===== config.mk =====
export PLATFORM = sky130hd
export DESIGN_NAME = fe_fifo_decoder
export DESIGN_NICKNAME = d
export VERILOG_FILES = /design/src/rtl/fe_fifo_decoder.sv
export SDC_FILE = /design/constraint.sdc
export NUM_CORES = 1
export LEC_CHECK = 0
export CAP_MARGIN = 15
export CORE_UTILIZATION = 61
export DETAILED_ROUTE_END_ITERATION = 10
export HOLD_SLACK_MARGIN = 0.03
export PLACE_DENSITY = 0.84
export SYNTH_ARGS = -nofsm -noshare
export SYNTH_HDL_FRONTEND = slang
export SYNTH_SLANG_ARGS = --single-unit

===== constraint.sdc =====
create_clock -name cwusb_clk -period 9.1 [get_ports cwusb_clk]
set_input_delay 0.91 -clock cwusb_clk [delete_from_list [all_inputs] [get_ports cwusb_clk]]
set_output_delay 0.91 -clock cwusb_clk [all_outputs]
set_load 0.05 [all_outputs]

===== src/rtl/fe_fifo_decoder.sv =====
// Read side of the front-end capture FIFO: pops 18-bit capture words, rebuilds an
// absolute timestamp from TIME/short deltas and streams DATA/STAT events out.
module fe_fifo_decoder #(
    parameter int pTIMESTAMP_FULL_WIDTH  = 16,
    parameter int pTIMESTAMP_SHORT_WIDTH = 3,
    parameter int pABS_TIME_WIDTH        = 32
) (
    input  logic                       cwusb_clk,
    input  logic                       reset_n,
    input  logic                       I_flush,
    input  logic                       I_drop_stat,
    input  logic                       I_fifo_empty,
    input  logic [17:0]                I_fifo_dout,
    output logic                       O_fifo_rd,
    output logic                       O_ev_valid,
    input  logic                       I_ev_ready,
    output logic                       O_ev_is_data,
    output logic [7:0]                 O_ev_data,
    output logic [4:0]                 O_ev_status,
    output logic [pABS_TIME_WIDTH-1:0] O_ev_time,
    output logic [23:0]                O_event_count,
    output logic                       O_err_badcmd,
    output logic                       O_err_time_wrap
);
    localparam int EW = 1 + 8 + 5 + pABS_TIME_WIDTH;

    localparam logic [1:0] CMD_DATA = 2'b00;
    localparam logic [1:0] CMD_TIME = 2'b01;
    localparam logic [1:0] CMD_STAT = 2'b10;
    localparam logic [1:0] CMD_BAD  = 2'b11;

    typedef enum logic [1:0] {
        BUF_EMPTY = 2'd0,
        BUF_ONE   = 2'd1,
        BUF_FULL  = 2'd2
    } buf_state_t;

    // Reset asserts asynchronously but releases only after two clean clock edges.
    logic [1:0] rst_sync_reg;
    logic       rst_n;

    always_ff @(posedge cwusb_clk or negedge reset_n) begin
        if (!reset_n) begin
            rst_sync_reg <= 2'b00;
        end else begin
            rst_sync_reg <= {rst_sync_reg[0], 1'b1};
        end
    end

    assign rst_n = rst_sync_reg[1];

    buf_state_t                 buf_state_reg;
    logic                       rd_inflight_reg;
    logic                       flush_d_reg;
    logic [pABS_TIME_WIDTH-1:0] acc_reg;
    logic [EW-1:0]              main_reg;
    logic [EW-1:0]              skid_reg;
    logic [23:0]                count_reg;
    logic                       badcmd_reg;
    logic                       wrap_reg;

    logic [1:0]                 cmd;
    logic [pABS_TIME_WIDTH-1:0] delta;
    logic [pABS_TIME_WIDTH:0]   sum;
    logic                       accept;
    logic                       push;
    logic                       pop;
    logic [2:0]                 occ_sum;
    logic [EW-1:0]              ev_next;

    assign cmd = I_fifo_dout[1:0];

    always_comb begin
        delta = '0;
        if (cmd == CMD_TIME) begin
            delta[pTIMESTAMP_FULL_WIDTH-1:0] = I_fifo_dout[2 +: pTIMESTAMP_FULL_WIDTH];
        end else begin
            delta[pTIMESTAMP_SHORT_WIDTH-1:0] = I_fifo_dout[2 +: pTIMESTAMP_SHORT_WIDTH];
        end
    end

    assign sum = {1'b0, acc_reg} + {1'b0, delta};

    // A word landing in the flush cycle or right after it belongs to the old stream.
    assign accept = rd_inflight_reg && !I_flush && !flush_d_reg;
    assign push   = accept && ((cmd == CMD_DATA) || ((cmd == CMD_STAT) && !I_drop_stat));
    assign pop    = O_ev_valid && I_ev_ready;

    assign ev_next = {(cmd == CMD_DATA),
                      (cmd == CMD_DATA) ? I_fifo_dout[12:5] : 8'h00,
                      I_fifo_dout[17:13],
                      sum[pABS_TIME_WIDTH-1:0]};

    assign occ_sum   = {1'b0, buf_state_reg} + {2'b00, rd_inflight_reg};
    assign O_fifo_rd = rst_n && !I_fifo_empty && !I_flush && (occ_sum < 3'd2);

    always_ff @(posedge cwusb_clk or negedge rst_n) begin
        if (!rst_n) begin
            buf_state_reg   <= BUF_EMPTY;
            rd_inflight_reg <= 1'b0;
            flush_d_reg     <= 1'b0;
            acc_reg         <= '0;
            main_reg        <= '0;
            skid_reg        <= '0;
            count_reg       <= '0;
            badcmd_reg      <= 1'b0;
            wrap_reg        <= 1'b0;
        end else if (I_flush) begin
            buf_state_reg   <= BUF_EMPTY;
            rd_inflight_reg <= 1'b0;
            flush_d_reg     <= 1'b1;
            acc_reg         <= '0;
            main_reg        <= '0;
            skid_reg        <= '0;
            count_reg       <= '0;
            badcmd_reg      <= 1'b0;
            wrap_reg        <= 1'b0;
        end else begin
            rd_inflight_reg <= O_fifo_rd;
            flush_d_reg     <= 1'b0;

            if (accept) begin
                if (cmd == CMD_BAD) begin
                    badcmd_reg <= 1'b1;
                end else begin
                    acc_reg <= sum[pABS_TIME_WIDTH-1:0];
                    if (sum[pABS_TIME_WIDTH]) begin
                        wrap_reg <= 1'b1;
                    end
                end
            end

            if (pop && (count_reg != 24'hFF_FFFF)) begin
                count_reg <= count_reg + 24'd1;
            end

            case (buf_state_reg)
                BUF_EMPTY: begin
                    if (push) begin
                        main_reg      <= ev_next;
                        buf_state_reg <= BUF_ONE;
                    end
                end
                BUF_ONE: begin
                    case ({push, pop})
                        2'b10: begin
                            skid_reg      <= ev_next;
                            buf_state_reg <= BUF_FULL;
                        end
                        2'b01: buf_state_reg <= BUF_EMPTY;
                        2'b11: main_reg <= ev_next;
                        default: ;
                    endcase
                end
                BUF_FULL: begin
                    if (pop) begin
                        main_reg <= skid_reg;
                        if (push) begin
                            skid_reg <= ev_next;
                        end else begin
                            buf_state_reg <= BUF_ONE;
                        end
                    end
                end
                default: buf_state_reg <= BUF_EMPTY;
            endcase
        end
    end

    assign O_ev_valid      = (buf_state_reg != BUF_EMPTY);
    assign O_ev_is_data    = main_reg[EW-1];
    assign O_ev_data       = main_reg[EW-2 -: 8];
    assign O_ev_status     = main_reg[pABS_TIME_WIDTH +: 5];
    assign O_ev_time       = main_reg[pABS_TIME_WIDTH-1:0];
    assign O_event_count   = count_reg;
    assign O_err_badcmd    = badcmd_reg;
    assign O_err_time_wrap = wrap_reg;

endmodule


==> impl_summary.md, run 1 <==
Synth
The Yosys warning count is 0. Of all cell types, the one taking the most synthesized area is sky130_fd_sc_hd__dfrtp_1. The most used flip-flop cell after synthesis is sky130_fd_sc_hd__dfrtp_1. The area of the mapped netlist is 0.00846 mm2.

The mean post-synth cell area is 8.93 um2. For this run, the register share of the synthesized area comes to 0.461. The share of Yosys cell area claimed by the top area cell type is 0.461. The synthesized netlist net count is 993. Synthesis handed over a netlist of 947 instances.

In the synthesized netlist, the cells that appear most often are sky130_fd_sc_hd__dfrtp_1 (156), sky130_fd_sc_hd__nand2_1 (129), sky130_fd_sc_hd__nor2_1 (93). The most numerous cell in the Yosys netlist is sky130_fd_sc_hd__dfrtp_1. After synthesis the netlist holds a flip-flop and latch count of 156. By area the synthesized netlist is led by sky130_fd_sc_hd__dfrtp_1 (46%), sky130_fd_sc_hd__nand2_1 (5.7%), sky130_fd_sc_hd__a21oi_1 (4.6%). In this run, synthesis inferred 0 flip-flops with an integrated enable. The number of different library cells used by synthesis comes to 67.

Counting flops with an async set or reset pin after synthesis yields a share of 1.00.

Floorplan
The floorplan has 42 rows. In this run the standard cell core region covers 0.0134 mm2. The die covers 0.0143 mm2.

The die outline width is 120 um. The initial standard-cell utilization of the core is 0.631. The number of ports placed on the die boundary is 98.

The die is 120 um tall.

GRT
The first global-routing pass estimated 36,700 um of wire. The number of antenna violations at the first check in global routing is 0. The via count of the first global-routing pass is 7,390. Across every metal layer, demand over resource in global routing totals 0.325.

The total congestion overflow is 0. The maximum number of pins on one net before global-route repair is 67.

Final layout
The area of all placed cells without fillers is 0.0102 mm2. After filler insertion, the fill cell instance count of the layout stands at 980. The repair_antennas step left the layout with diodes totalling 0.

The post-synthesis to final-layout area growth is 20.1%. In the final layout, the share of cells above drive strength 1 is 0.0642. The final design utilization is 0.758. The total number of nets in the final design is 1,061.

Pwr
In this run the power density over the cells is 223 mW/mm2. The total power of the final layout is 2260 uW. For this design the static power due to leakage is 0.00428 uW. The peak supply drop is 0.197 mV.

Critical path
The kind of capture point of the worst setup path is a register. The critical path's largest stage delay is 0.66 ns. The critical path launch point type is an input pin. Along the worst path, the maximum fanout reaches 13.

For the worst setup path, the data required time is 9.42 ns. The signal on the critical path passes through clkdlybuf4s50_1 > nor2b_1 > and2_1 > ha_1 > a21oi_1 > o21ai_0 > a21oi_1 > nand2_1 > xnor2_1 > o21ai_0 > o211a_1. The critical path is of the in2reg type. The data arrival time of the worst path is 4.76 ns. The cell with the largest stage delay on the worst path is sky130_fd_sc_hd__nor2b_1.

Timing
In the finished design, the share of the clock period the worst path needs comes to 0.487. The total of endpoints with negative setup slack in the final report is 0. After layout, the minimum clock period comes to 4.43 ns.

The number of slew-limit violations in the final report is 0. The actual slew at the worst max-slew pin is 1.07 ns. Setup repair after global routing left no endpoint under its margin. Hold is met by 0.357 ns. The count of endpoints failing hold in the final timing report is 0. The worst setup skew after layout is 0.00781 ns. The upper clock frequency limit is 0.226 GHz. The accumulated negative setup slack is 0 ns. The worst pin sits at a relative slew slack of 0.280.

Clocking
The total CTS buffers is 17. The clock reaches the later pin of the worst-skew pair after 0.43 ns. The total clock sinks is 156. In this run the deepest clock path goes through 2 buffers. Post-CTS timing repair inserted 0 buffers for setup. The number of buffers inserted for hold repair after clock tree synthesis is 0. The post-cts gate resize count is 0. The CTS tree is yes. The clock tree synthesis step divided the H-tree into 4 levels. Clock-pin slew was measured on the worst setup and hold paths at 0.06 ns. The root buffer cell chosen for the clock tree is sky130_fd_sc_hd__clkbuf_16.

Status
The flow ran to the end, and the final reports show no timing, DRC or antenna violations.

Placement
Detailed placement ended at an HPWL of 14,200 um. The final estimated routing congestion in global placement is 0.947. The count of input and output buffers is 97. The placed instances occupy a cell area of 0.00951 mm2.

Routing
For this run, design rule violations remaining after detail routing come to 0. The vias after detailed routing is 7,576. The number of iterations in the first detailed-routing pass is 5. After detailed routing, the number of vias per cell comes to 6.29. After detailed routing, the average wire length per cell comes to 18.3 um. Wires add up to 22,000 um.

The detail route stage leaves a number of antenna-violating nets equal to 0. The detailed router finished its first iteration with 764 violations.

Min path
The min-delay analysis places its worst path in the category reg2reg.

Run
Across the run, the number of max-cap violations was 0.
==> where the power goes <==
part / leakage (uW) / internal (uW) / switching (uW)
logic: 0.00182 / 208 / 474
clock network: 0.000309 / 501 / 289
registers: 0.00216 / 751 / 40.6
total: 0.00428 / 1460 / 804
==> cell families (layout without fill, tap and decap cells) <==
kind of cell	count (synthesis)	after routing	share of synthesized area
muxes	18	18	0.0213
DFF	156	156	0.461
adders and majority gates	22	22	0.0334
and+or+nand+nor	379	379	0.210
other	1	1	0.000443
xor gates and xnor gates	56	56	0.0580
AOI/OAI and AO/OA	237	237	0.179
buffers and inverters	78	159	0.0370
==> per-layer routing <==
layer | vias up | wire [um] | track usage
li1 | 3502 | - | -
met1 | 3669 | 9320 | 0.423
met2 | 345 | 10500 | 0.523
met3 | 60 | 1450 | 0.0651
met4 | 0 | 774 | 0.155
met5 | - | 0 | 0
==> final cells by class <==
cell class	count	area, um2	area share
Tap cell	176	220	0.0217
Multi-Input combinational cell	713	4260	0.419
Clock buffer	21	460	0.0453
Sequential cell	156	3910	0.385
Timing Repair Buffer	108	1050	0.103
Inverter	19	71.3	0.00702
Clock inverter	11	191	0.0188
==> through the flow <==
step,cells,worst slack (ns)
floorplan,947,3.29
global placement,1172,4.49
detailed placement,1172,4.40
CTS,1204,4.81
global route,1204,4.42
finish,1204,4.67
==> cell usage in the layout, fill, tap and decap left out, drive strengths merged, types with 12 or more instances in the layout <==
master / instances
a211oi: 20
a21oi: 79
a31oi: 13
and2: 16
and3: 26
buf: 12
clkbuf: 21
clkdlybuf4s50: 96
dfrtp: 156
ha: 21
inv: 19
mux2i: 18
nand2: 129
nand3: 45
nand4: 15
nor2: 94
nor3: 14
o21ai: 51
xnor2: 25
xor2: 31
==> path summary, 6_finish.rpt <==
path	start	endpoint	slack (ns)	cells after the start
worst max-delay path	I_fifo_dout[0]	main_reg[16]$_DFFE_PN0P_	4.67	11
worst min-delay path	rst_sync_reg[0]$_DFF_PN0_	rst_sync_reg[1]$_DFF_PN0_	0.36	0
worst max register to register	buf_state_reg[0]$_DFFE_PN0P_	main_reg[27]$_DFFE_PN0P_	5.86	11
worst min register to register	rst_sync_reg[0]$_DFF_PN0_	rst_sync_reg[1]$_DFF_PN0_	0.36	0
max in group asynchronous	rst_sync_reg[1]$_DFF_PN0_	skid_reg[35]$_DFFE_PN0P_	6.90	2
min in group asynchronous	rst_sync_reg[1]$_DFF_PN0_	main_reg[45]$_DFFE_PN0P_	0.38	0
==> worst max-delay path, delay by kind of cell <==
family,cells,cell delay (ns)
AO/OA/AOI/OAI,5,1.33
XOR/XNOR,1,0.30
adder cells (fa/ha/maj),1,0.32
buffers and inverters,1,0.62
AND/OR/NAND/NOR,3,1.25
Power figures use the tool's default switching activity.
==> run 2, diff against run 1 <==
CORE_UTILIZATION = 51   (was 61)
PLACE_DENSITY = 0.75   (was 0.84)
clock period = 4 ns   (was 9.1 ns; I/O delays follow)
==> run 2 against run 1 <==
Compared with the run above:
- first-iteration DRC count decreased by 27%
- die area rose by 19%
- register-to-register slack worse by 4.9 ns
- sequential share of layout area down 0.26 points
- sequential power up 130%
- clock power up 99%
- critical path depth up 1
- critical path type unchanged
- largest cell class unchanged
==> impl_summary.md, run 2 (same netlist as run 1, synthesis figures left out) <==
Timing
The worst setup skew after layout came to 0.00935 ns (was 0.00781 ns). The accumulated negative setup slack came to 0 ns (unchanged). The worst slew slack as a fraction of its limit is 0.218 (was 0.280). The upper clock frequency limit is 0.307 GHz. The total of endpoints with negative setup slack in the final report is 0 (unchanged). The post-layout minimum cycle time is 3.26 ns.

The share of the cycle needed by the critical path after routing is 0.815. Unrepaired setup endpoints after global routing: no (unchanged). The number of slew-limit violations in the final report is 0 (unchanged). The actual slew at the worst max-slew pin came to 1.16 ns (was 1.07 ns). The count of endpoints failing hold in the final timing report came to 0 (unchanged).

Floorplan
The initial standard-cell utilization of the core was 0.527 (was 0.631). The total die area was 0.0171 mm2 (was 0.0143 mm2). The number of ports placed on the die boundary is 98 (unchanged). The die outline width is 131 um (was 120 um). The chip height was 131 um (was 120 um).

The total number of placement rows is 46 (was 42). The core outline area is 0.0161 mm2 (was 0.0134 mm2).

Routing
The number of nets still failing antenna checks after routing came to 0 (unchanged). The overall routed net length was 22,100 um (was 22,000 um). The post-detailed-route via-to-cell ratio is 5.85 (was 6.29). The average routed wire per standard cell was 17.5 um (was 18.3 um). The number of iterations in the first detailed-routing pass is 6 (was 5). The remaining design rule violation count is 0 (unchanged).

The number of DRC markers after the initial detailed-route iteration is 561 (was 764). The vias after detailed routing is 7,360 (was 7,576).

Final layout
The most common cell after layout, fill and taps aside is sky130_fd_sc_hd__dfrtp_1 (unchanged). Highest-count cells in the layout ignoring fill and taps: sky130_fd_sc_hd__dfrtp_1 (155), sky130_fd_sc_hd__nand2_1 (128), sky130_fd_sc_hd__clkdlybuf4s50_1 (96) (unchanged). The total inserted antenna cells is 0 (unchanged).

The post-synthesis to final-layout area growth came to 20.9% (was 20.1%). The final design utilization is 0.637 (was 0.758). The fill cell total of the finished layout came to 1,392 (was 980). The total number of nets in the final design was 1,075 (was 1,061). The share of layout cells above drive strength 1 is 0.0758 (was 0.0642).

Clocking
The CTS tree is yes (unchanged). The H-tree level count is 4 (unchanged). The number of buffers inserted for hold repair after clock tree synthesis is 0 (unchanged). The total CTS buffers is 17 (unchanged).

The count of buffers added by post-CTS timing repair for setup came to 0 (unchanged). The clock slew seen by the registers of the worst setup and hold paths is 0.06 ns (about the same). The total clock sinks is 156 (unchanged). The buffer type at the clock tree root is sky130_fd_sc_hd__clkbuf_16 (unchanged). The post-cts gate resize count is 0 (unchanged). The insertion delay of the later-clocked pin in the worst-skew pair is 0.42 ns (was 0.43 ns). The number of buffers on the longest clock path is 2 (unchanged).

Placement
The HPWL after detailed placement came to 14,700 um (was 14,200 um). The final estimated routing congestion in global placement is 0.894 (was 0.947). The count of input and output buffers is 97 (unchanged).

Critical path
The critical path launch point type is an input pin (unchanged). The data required time of the worst path is 4.34 ns (was 9.42 ns). The slack of the worst reg-to-reg path was 0.97 ns (was 5.86 ns).

The kind of capture point of the worst setup path is a register (unchanged). The data arrival time of the worst path is 3.59 ns (was 4.76 ns). The start-to-end type of the worst setup path is in2reg (unchanged).

The maximum fanout along the worst path is 13 (unchanged).

GRT
The via count of the first global-routing pass is 6,948 (was 7,390). The maximum number of pins on one net before global-route repair is 80 (was 67). The total congestion overflow is 0 (unchanged). The aggregate global-route resource usage is 0.272 (was 0.325). The number of antenna violations at the first check in global routing is 0 (unchanged). The global-route wire length before repair came to 35,600 um (was 36,700 um).

Pwr
The static leakage power came to 0.00432 uW (was 0.00428 uW). The peak supply drop is 0.322 mV (was 0.197 mV). The power density relative to cell area is 482 mW/mm2 (was 223 mW/mm2).

Run
The number of maximum-capacitance constraint violations came to 0 (unchanged).

Min path
The class of the most critical hold timing path is in2async (was reg2reg).

Status
Outcome: finished, final reports clean (unchanged).
[run 2: changes by cell type in the layout (fill, tap and decap cells not counted), sizes merged]
cell,delta
buf,+13
clkinv,+4
inv,+1
clkinvlp,-1
bufinv,-3
[run 2: where the power goes]
group          internal, uW  switching, uW
registers              1710           82.4
logic                   492           1080
clock network           914            659
total                  3120           1820
[run 2: per-stage QoR]
stage               instance area (um2)  power, uW  hold WS (ns)  setup slack, ns  std cells
floorplan                          8460       2880         0.104            0.362        947
global placement                   9660       3370         0.337            0.476       1225
detailed placement                 9660       3390         0.356            0.427       1225
CTS                               10200       4940         0.140            0.814       1257
global route                      10200       5160         0.138            0.524       1258
finish                            10200       4930         0.149            0.741       1258
[run 2: path summary, 6_finish.rpt]
kind | start | end | cells past startpoint
worst max-delay path | I_fifo_dout[0] | main_reg[28]$_DFFE_PN0P_ | 12
worst min-delay path | reset_n | rst_sync_reg[0]$_DFF_PN0_ | 1
worst max register to register | acc_reg[0]$_DFFE_PN0P_ | main_reg[28]$_DFFE_PN0P_ | 10
worst min register to register | rst_sync_reg[0]$_DFF_PN0_ | rst_sync_reg[1]$_DFF_PN0_ | 0
max in group asynchronous | rst_sync_reg[1]$_DFF_PN0_ | skid_reg[34]$_DFFE_PN0P_ | 2
min in group cwusb_clk | I_flush | flush_d_reg$_DFF_PN0_ | 1
[run 2: layout make-up]
cell class,count,area [um2],area share
clock buffer,20,437,0.0427
clock inverter,12,123,0.0120
inverter,19,71.3,0.00697
multi-input combinational,713,4260,0.416
sequential,156,3910,0.382
tap,216,270,0.0264
timing repair buffer,122,1160,0.114
[run 2: critical path: stages]
cell and delay, ns:
sky130_fd_sc_hd__clkdlybuf4s50_1 0.41, sky130_fd_sc_hd__nor2b_1 0.13, sky130_fd_sc_hd__buf_4 0.16, sky130_fd_sc_hd__and2_1 0.16, sky130_fd_sc_hd__ha_1 0.46, sky130_fd_sc_hd__nand3_1 0.17
sky130_fd_sc_hd__nor2_1 0.20, sky130_fd_sc_hd__o2111ai_2 0.32, sky130_fd_sc_hd__nand2_1 0.35, sky130_fd_sc_hd__nand4_1 0.20, sky130_fd_sc_hd__or4_1 0.43, sky130_fd_sc_hd__a31oi_1 0.19
[run 2: per-layer routing]
layer	wire length, um	global-route usage	share of wire	vias to the layer above
li1	-	-	-	3519
met1	9670	0.360	0.44	3568
met2	10500	0.443	0.48	244
met3	1450	0.0599	0.066	29
met4	460	0.0892	0.021	0
met5	0	0	0	-
==> run 3, diff against run 2 <==
CORE_UTILIZATION = 57   (was 51)
PLACE_DENSITY = 0.79   (was 0.75)
clock period = 3.08 ns   (was 4 ns; I/O delays follow)
==> run 3 against run 2 <==
Compared with the run above:
- utilization up 11 points
- register-to-register slack worse by 0.70 ns
- first-iteration DRC count up 15%
- routed wire length up 2.1%
- critical path type unchanged
==> impl_summary.md, run 3 (same netlist as run 1, synthesis figures left out) <==
Routing
The number of iterations in the first detailed-routing pass is 5 (was 6). The number of DRC markers after the initial detailed-route iteration is 647 (was 561). The remaining design rule violation count came to 0 (unchanged). The post-detailed-route via-to-cell ratio is 5.90 (was 5.85).

The number of nets still failing antenna checks after routing was 0 (unchanged). The overall routed net length is 22,500 um (was 22,100 um). The average routed wire per standard cell is 17.5 um (about the same). The vias after detailed routing is 7,604 (was 7,360).

Clocking
The number of buffers inserted for hold repair after clock tree synthesis was 0 (unchanged). The buffer type at the clock tree root is sky130_fd_sc_hd__clkbuf_16 (unchanged). The insertion delay of the later-clocked pin in the worst-skew pair is 0.43 ns (was 0.42 ns). The H-tree level count came to 4 (unchanged). The CTS tree was yes (unchanged). The number of buffers on the longest clock path came to 2 (unchanged).

The clock slew seen by the registers of the worst setup and hold paths is 0.06 ns (about the same). The total clock sinks came to 156 (unchanged). The total CTS buffers came to 17 (unchanged).

Floorplan
The total die area came to 0.0153 mm2 (was 0.0171 mm2). The core outline area is 0.0145 mm2 (was 0.0161 mm2). The initial standard-cell utilization of the core is 0.582 (was 0.527).

The number of ports placed on the die boundary was 98 (unchanged). The die outline width came to 124 um (was 131 um). The chip height came to 124 um (was 131 um). The total number of placement rows is 44 (was 46).

Timing
The worst setup skew after layout is 0.00967 ns (was 0.00935 ns). The worst slew slack as a fraction of its limit is 0.273 (was 0.218). The total of endpoints with negative setup slack in the final report came to 0 (unchanged). Derived from the worst setup path, the maximum achievable clock frequency is 0.346 GHz. The post-layout minimum cycle time is 2.89 ns. In the finished design, the share of the clock period the worst path needs comes to 0.939. Unrepaired setup endpoints after global routing: no (unchanged). The count of endpoints failing hold in the final timing report came to 0 (unchanged).

The actual slew at the worst max-slew pin is 1.08 ns (was 1.16 ns). The number of slew-limit violations in the final report was 0 (unchanged).

Critical path
The critical path launch point type is an input pin (unchanged). The data required time of the worst path is 3.34 ns (was 4.34 ns). The data arrival time of the worst path came to 3.15 ns (was 3.59 ns).

The maximum fanout along the worst path came to 9 (was 13). The kind of capture point of the worst setup path is a register (unchanged). The start-to-end type of the worst setup path was in2reg (unchanged).

GRT
The via count of the first global-routing pass is 7,220 (was 6,948). The global-route wire length before repair was 36,000 um (was 35,600 um). The number of antenna violations at the first check in global routing is 0 (unchanged). The total congestion overflow is 0 (unchanged). The maximum number of pins on one net before global-route repair was 155 (was 80).

The aggregate global-route resource usage was 0.307 (was 0.272).

Final layout
Highest-count cells in the layout ignoring fill and taps: sky130_fd_sc_hd__dfrtp_1 (155), sky130_fd_sc_hd__nand2_1 (128), sky130_fd_sc_hd__clkdlybuf4s50_1 (95) (was sky130_fd_sc_hd__dfrtp_1 (155), sky130_fd_sc_hd__nand2_1 (128), sky130_fd_sc_hd__clkdlybuf4s50_1 (96)). The final design utilization is 0.743 (was 0.637). The total area of multi-input combinational cells is 0.00433 mm2 (was 0.00426 mm2). The area of all placed cells without fillers is 0.0108 mm2 (was 0.0102 mm2). The share of layout cells above drive strength 1 is 0.137 (was 0.0758).

The total inserted antenna cells is 0 (unchanged). The area taken by flip-flops and latches is 0.00391 mm2 (unchanged). The post-synthesis to final-layout area growth is 27.7% (was 20.9%). The fill cell total of the finished layout came to 1,078 (was 1,392). The most common cell after layout, fill and taps aside is sky130_fd_sc_hd__dfrtp_1 (unchanged).

The total number of nets in the final design came to 1,138 (was 1,075).

Pwr
The static leakage power is 0.00463 uW (was 0.00432 uW). The peak supply drop is 0.500 mV (was 0.322 mV). The power density relative to cell area is 605 mW/mm2 (was 482 mW/mm2).

Placement
The count of input and output buffers is 97 (unchanged). The cell area after placement is 0.0101 mm2 (was 0.00966 mm2). The final estimated routing congestion in global placement is 0.913 (was 0.894). The HPWL after detailed placement is 15,100 um (was 14,700 um).

Status
Outcome: finished, final reports clean (unchanged).

Run
The number of maximum-capacitance constraint violations is 0 (unchanged).

Min path
The class of the most critical hold timing path is in2async (unchanged).
run 3: cell count changes in the layout (fill, tap and decap cells not counted), sizes merged:
cell,delta
inv,+1
buf,+64
clkbuf,-1
clkdlybuf4s50,-1
clkinvlp,+3
clkinv,-4
run 3: cell type report:
type,count,area share
repair buffers,185,0.156
multi-input cells,713,0.401
flip-flops and latches,156,0.362
clock inverters,12,0.0131
inverters,19,0.00660
clock buffers,19,0.0410
well taps,184,0.0213
run 3: stage by stage:
stage,hold slack [ns],setup TNS (ns),setup WS (ns),cells,total power (uW)
after global placement,0.336,-6.73,-0.302,1256,4450
after global routing,0.0423,0,0.0193,1288,6820
after CTS,0.0375,0,0.0654,1287,6550
after floorplan,0.0124,0,0.100,947,3740
final,0.0448,0,0.189,1288,6540
after detailed placement,0.337,-9.25,-0.344,1256,4480
run 3: repair_timing:
action / 4_1_cts / 5_1_grt
endpoints found under the setup margin: 0 / 21
buffers inserted: 0 / 0
gates resized for setup: 0 / 11
run 3: path summary, 6_finish.rpt:
check,startpoint,to,slack [ns],depth (start not counted)
worst max-delay path,I_fifo_dout[0],main_reg[15]$_DFFE_PN0P_,0.19,14
worst min-delay path,reset_n,rst_sync_reg[0]$_DFF_PN0_,0.04,1
worst max register to register,acc_reg[0]$_DFFE_PN0P_,skid_reg[26]$_DFFE_PN0P_,0.27,12
worst min register to register,rst_sync_reg[0]$_DFF_PN0_,rst_sync_reg[1]$_DFF_PN0_,0.35,0
max in group asynchronous,rst_sync_reg[1]$_DFF_PN0_,skid_reg[18]$_DFFE_PN0P_,1.95,1
min in group cwusb_clk,I_flush,flush_d_reg$_DFF_PN0_,0.18,1
run 3: metal layers:
layer	part of all wire	GRT usage
met1	0.44	0.406
met2	0.48	0.501
met5	0	0
met3	0.059	0.0618
met4	0.022	0.105
run 3: power breakdown:
group	switching [uW]	internal, uW	total [uW]	leakage [uW]
logic	1420	700	2120	0.00220
registers	113	2220	2330	0.00216
clock network	866	1220	2080	0.000268
run 3: worst max-delay path: stages:
cell and delay, ns:
sky130_fd_sc_hd__clkdlybuf4s50_1 0.41, sky130_fd_sc_hd__nor2b_1 0.14, sky130_fd_sc_hd__buf_4 0.16, sky130_fd_sc_hd__buf_4 0.15, sky130_fd_sc_hd__and2_1 0.15, sky130_fd_sc_hd__ha_1 0.35, sky130_fd_sc_hd__buf_4 0.14, sky130_fd_sc_hd__and4_1 0.24
sky130_fd_sc_hd__buf_4 0.14, sky130_fd_sc_hd__o21ai_0 0.16, sky130_fd_sc_hd__buf_4 0.19, sky130_fd_sc_hd__and3_1 0.18, sky130_fd_sc_hd__o311ai_1 0.31, sky130_fd_sc_hd__a21oi_1 0.12
